--- src/rtl/tri_bus_sampler.sv ---
// Samples a pulled-up shared bus: synchronises, debounces, separates "released" (all ones)
// from driven words, and hands each new driven word downstream through valid/ack.
module tri_bus_sampler #(
    parameter int WIDTH         = 8,
    parameter int STABLE_CYCLES = 256
) (
    input  logic             hwclk,
    input  logic             reset_n,
    input  logic [WIDTH-1:0] pins_in,
    output logic [WIDTH-1:0] data,
    output logic             data_valid,
    input  logic             data_ack,
    output logic             bus_released,
    output logic             overrun
);

    localparam int            CW      = $clog2(STABLE_CYCLES);
    localparam logic [CW-1:0] CNT_MAX = CW'(STABLE_CYCLES - 1);

    logic [WIDTH-1:0] sync_p0;
    logic [WIDTH-1:0] sync_p1;
    logic [WIDTH-1:0] cand;
    logic [WIDTH-1:0] stable;
    logic [CW-1:0]    count;
    logic             cand_ones;
    logic             commit;
    logic             commit_word;

    always_comb begin
        cand_ones   = &cand;
        commit      = (sync_p1 == cand) && (count == CNT_MAX) && (cand != stable);
        commit_word = commit && !cand_ones;
    end

    always_ff @(posedge hwclk) begin
        if (!reset_n) begin
            sync_p0      <= '1;
            sync_p1      <= '1;
            cand         <= '1;
            stable       <= '1;
            count        <= '0;
            data         <= '0;
            data_valid   <= 1'b0;
            bus_released <= 1'b1;
            overrun      <= 1'b0;
        end else begin
            // synchroniser -> settling stage
            sync_p0 <= pins_in;
            sync_p1 <= sync_p0;

            if (sync_p1 != cand) begin
                cand  <= sync_p1;
                count <= '0;
            end else if (count != CNT_MAX) begin
                count <= count + CW'(1);
            end

            // commit / handshake stage
            if (commit) begin
                stable       <= cand;
                bus_released <= cand_ones;
            end

            // A release commit is not a data word, so an ack in that cycle is still honoured.
            if (commit_word) begin
                if (!data_valid || data_ack) begin
                    data       <= cand;
                    data_valid <= 1'b1;
                end else begin
                    overrun <= 1'b1;
                end
            end else if (data_valid && data_ack) begin
                data_valid <= 1'b0;
            end
        end
    end

endmodule

--- config.mk ---
export PLATFORM = sky130hd
export DESIGN_NAME = tri_bus_sampler
export DESIGN_NICKNAME = d
export VERILOG_FILES = /design/src/rtl/tri_bus_sampler.sv
export SDC_FILE = /design/constraint.sdc
export NUM_CORES = 1
export LEC_CHECK = 0
export ABC_AREA = 1
export CORE_ASPECT_RATIO = 1.4
export CORE_MARGIN = 4
export CORE_UTILIZATION = 50
export DETAILED_ROUTE_END_ITERATION = 16
export GPL_TIMING_DRIVEN = 0
export PLACE_DENSITY = 0.83
export SLEW_MARGIN = 20
export SYNTH_ARGS = -nofsm -noshare
export SYNTH_HDL_FRONTEND = slang
export SYNTH_SLANG_ARGS = --single-unit
--- constraint.sdc ---
create_clock -name hwclk -period 1.9 [get_ports hwclk]
set_clock_uncertainty 0.1 [all_clocks]
set_input_delay 0.19 -clock hwclk [delete_from_list [all_inputs] [get_ports hwclk]]
set_output_delay 0.19 -clock hwclk [all_outputs]
set_load 0.02 [all_outputs]
* Word level (Yosys, flattened, before mapping)
Index checks and enable logic that the tools add are counted.
** Word-level totals
- Register bits after elaboration :: 51
- Bits in latches :: 0
- Memory bits (writable) :: 0
- Bits in read-only memories :: 0
- Input bits :: 11
- Output and inout bits :: 11
- Word-level logic and storage cells :: 34
- Memories kept :: 0
** Operators by class
- Add/subtract/negate cells :: 1
- Multipliers :: 0
- Divide/modulo/power cells :: 0
- Magnitude comparators :: 0
- Eq/ne operators :: 6
- Shift operators :: 0
- Mux-type cells :: 3
- Bitwise logic cells :: 2
- Reduce and logical (&&, ||, !) cells :: 13
** Operator list (number)
- $ne A8 B8 Y1 :: 2
- $add A8 B1 Y8 const B :: 1
- $eq A8 B8 Y1 :: 1
- $eq A8 B8 Y1 const B :: 1
- $ne A8 B8 Y1 const B :: 1
- $reduce_and A8 Y1 :: 1
- $reduce_and A2 Y1 :: 3
- $logic_and A1 B1 Y1 :: 4
- $mux W1 :: 3
- $logic_not A1 Y1 :: 2
- $ne A2 B1 Y1 const B :: 1
- $not A1 Y1 :: 2
- $reduce_bool A2 Y1 :: 1
- $reduce_or A2 Y1 :: 1
- $logic_or A1 B1 Y1 :: 1

* Longest topological paths before layout
- Depth in word-level cells :: 6
- Gate-level depth with buffers :: 11

* Worst setup path after synthesis
Ideal clock, no wire load.
- Path kind :: register to register
- Start :: reg count[0]
- End :: reg bus_released
- Library setup time :: 0.125 ns
- Arrival :: 1.480 ns
- Data required time :: 1.675 ns
- Setup slack :: 0.195 ns
- Stages on the path, launching flop included :: 10
- Path buffers :: 1
- Period minus slack after synthesis :: 1.705 ns
- Cells stage by stage :: dfxtp_1 -> ha_1 -> nand3_2 -> nor3_4 -> nand3_4 -> nor2_8 -> buf_6 -> nand2_2 -> o21ai_1 -> nand2_1
** On the way
- Longest elaborated chain between the ends :: 3
** Ends and longest elaborated chain
- start: declaration :: line 24 : logic [CW-1:0] count;
- start signal: assignment :: line 55 : count <= count + CW'(1);
- $eq A8 B8 Y1 :: line 31 : commit = (sync_p1 == cand) && (count == CNT_MAX) && (cand != stable);
- $logic_and A1 B1 Y1 (2 in series) :: line 31
- end signal: assignment :: line 61 : bus_released <= cand_ones;
- end: declaration :: line 13 : output logic bus_released,
Every way passes these cells.
A chain may end at the register's enable or synchronous reset.

* Worst setup path in the final report
- Start :: reg count[1]
- End :: reg bus_released
Same word-level chain as after synthesis.

==> out/summary.txt <==
Max cap viols - 0
Max incr delay on CP - 0.36 ns
Diodes inserted - 0
Port bufs - 21
Global placement routability congestion - 0.793
Crit end category - flop
Dpl ws - -0.0302 ns
Maximum vdd drop - 0.774 mV
First-pass GRT wire length - 6640 µm
CTS tree - done
Signal arrival time at the worst endpoint - 1.88 ns
Setup crit start kind - flop
Chip Height - 85.8 µm
Ports - 22
Buf/Inv on CP - 1
Synthesized Nets - 292
Final Instance Area - 0.00256 mm²
Share of cells above drive strength 1 - 17.5%
# hold bufs at CTS - 0
Worst-path clk slew - 0.09 ns
Leakage - 1.20 nW
All-layer global routing usage - 15.4%
Total gr overflow - 0
Fill count - 385
Syn_area_per_cell - 7.72 µm²
Post-route DRC - 0
Worst path required time - 2.00 ns
Crit path cell chain - ha_2 > nand3_2 > nor3_4 > nand3_4 > nor2_8 > buf_6 > nand2_2 > o21ai_1 > nand2_1
Final setup viols - 0
Main synth FF type - dfxtp_1
Setup ws final - 0.113 ns
TritonCTS Sinks - 51
Area growth from synthesis to layout - 18.5%
R2R depth - 9
Final Util - 61.0%
Vias - 1745
Hold Violations, Final - 0
Fin nets - 325
Hold path depth - 1
Worst slew pin tran - 0.452 ns
Cells after synthesis - 280
Via density - 4.86
Syn. warnings - 0
Die W - 63.6 µm
Final cycle utilization of the critical path - 94.0%
Post-synth EDFFs - 0
H-tree depth - 2
Relative slew slack - 69.9%
PwrDens - 732 mW/mm²
First-pass iteration count of the detailed router - 4
DR WL/cell - 10.7 µm
DRT antenna net count - 0
Largest net degree at the start of global routing - 18
Crit Path Max Fanout - 10
Most frequent cells in the layout - nand2_1, dfxtp_1, inv_1, nor2_1, or2_2
Clock latency on the worst-skew pair - 0.31 ns
Synthesized area - 0.00216 mm²
Cts bufs inserted - 5
Clock Path Buffers - 2
Initial antenna violation count - 0
Top delay family on crit path - simple AND/OR/NAND/NOR gates
Total placed instance area - 0.00243 mm²
DIE AREA - 0.00546 mm²
Most common cell after layout, fill and taps aside - nand2_1
CP max stage cell - dfxtp_1
F_max - 560 MHz
Initial Util - 51.4%
Cell row count - 28
CP Depth - 9
CP Class - flop to flop
Flops & latches, synth - 51
Final wirelength - 3850 µm
DR iter-0 viols - 58
Number of global-route vias before repair - 1601
FFs w/ async S/R, synth - 0%
Status - complete, no violations
Worst min-delay path category - flop to flop
Fin crit period - 1.79 ns
Root Driver - clkbuf_8
Post-synthesis cell type count - 31
Share of the yosys chip area belonging to registers - 47.2%
Pins Over Slew Limit - 0
PnR Total Power - 1.88 mW
Min Hold Slack - 0.320 ns
Core ar. - 0.00420 mm²
Post-DP HPWL - 2870 µm
[worst register-to-register path, delay by kind of cell (launching register included)]
kind                     cells  cell delay, ns
flip-flops                   1            0.36
AND/OR/NAND/NOR              6            0.76
buffers and inverters        1            0.16
adder cells (fa/ha/maj)      1            0.22
AO/OA/AOI/OAI                1            0.07
[sequential cells by signal (all words and copies together) (netlist names)]
register      count
bus_released      1
cand              8
count             8
data              8
data_valid        1
overrun           1
stable            8
sync_p0           8
sync_p1           8
[area by class of cell]
type                            instances  area [µm²]  area share, %
Sequential cell                        51        1020           39.9
Multi-Input combinational cell        179         943           36.8
Timing Repair Buffer                   26         248           9.67
Inverter                               43         161           6.30
Clock buffer                            5        68.8           2.69
Tap cell                               45        56.3           2.20
Buffer                                  7        38.8           1.51
Clock inverter                          3        23.8          0.928
[report_power, final]
group | total (mW) | leakage [nW] | internal (mW) | switching [mW]
Combinational | 0.135 | 0.742 | 0.0613 | 0.0734
Clock | 0.638 | 0.0408 | 0.264 | 0.374
Sequential | 1.10 | 0.417 | 1.09 | 0.0132
Total | 1.88 | 1.20 | 1.42 | 0.461
[Yosys cell counts (2+ instances only)]
master    count  area [µm²]
nand2_1      73         274
dfxtp_1      51        1020
inv_1        39         146
nor2_1       28         105
or2_2        24         150
nand4_1       9        56.3
xnor2_1       8        70.1
o211ai_1      7        52.6
a21oi_1       6        30.0
inv_2         4        15.0
nand3_1       4        20.0
clkbuf_1      3        11.3
nand2_2       2        12.5
nand3_2       2        20.0
nor4_1        2        12.5
o21ai_1       2        10.0
xor2_1        2        17.5
[stage by stage]
stage	instances	setup TNS (ns)
finish	359	0
global route	359	-0.0107
CTS	355	0
detailed placement	346	-0.0443
global placement	346	0
floorplan	280	0
[kinds of logic after synthesis]
logic type | after synthesis | share of synthesized area [%]
simple gates | 150 | 33.6
flops | 51 | 47.2
buf+inv | 50 | 9.26
compound gates | 18 | 5.27
xor+xnor | 10 | 4.05
fa+ha+maj | 1 | 0.579
[worst paths after layout]
kind | slack, ns | start | endpoint
max reg2reg | 0.11 | count[1] | bus_released
min reg2reg | 0.32 | sync_p0[3] | sync_p1[3]
min | 0.32 | sync_p0[3] | sync_p1[3]
max | 0.11 | count[1] | bus_released
[routing by layer]
metal  global-route usage, %  routed length, µm  up-vias
li1                        -                  -      921
met1                    15.7               1590      788
met2                    28.4               2030       29
met3                    4.85                147        7
met4                    7.07                 82        0
met5                       0                  0        -
[timing repair]
| action | CTS | global route |
|---|---|---|
| buffers inserted | 1 | 4 |
| gates resized for setup | 2 | 0 |
| pin swaps | 1 | 2 |
| endpoints found under the setup margin | 11 | 18 |
Note: power is estimated with default switching activity, not from simulation.
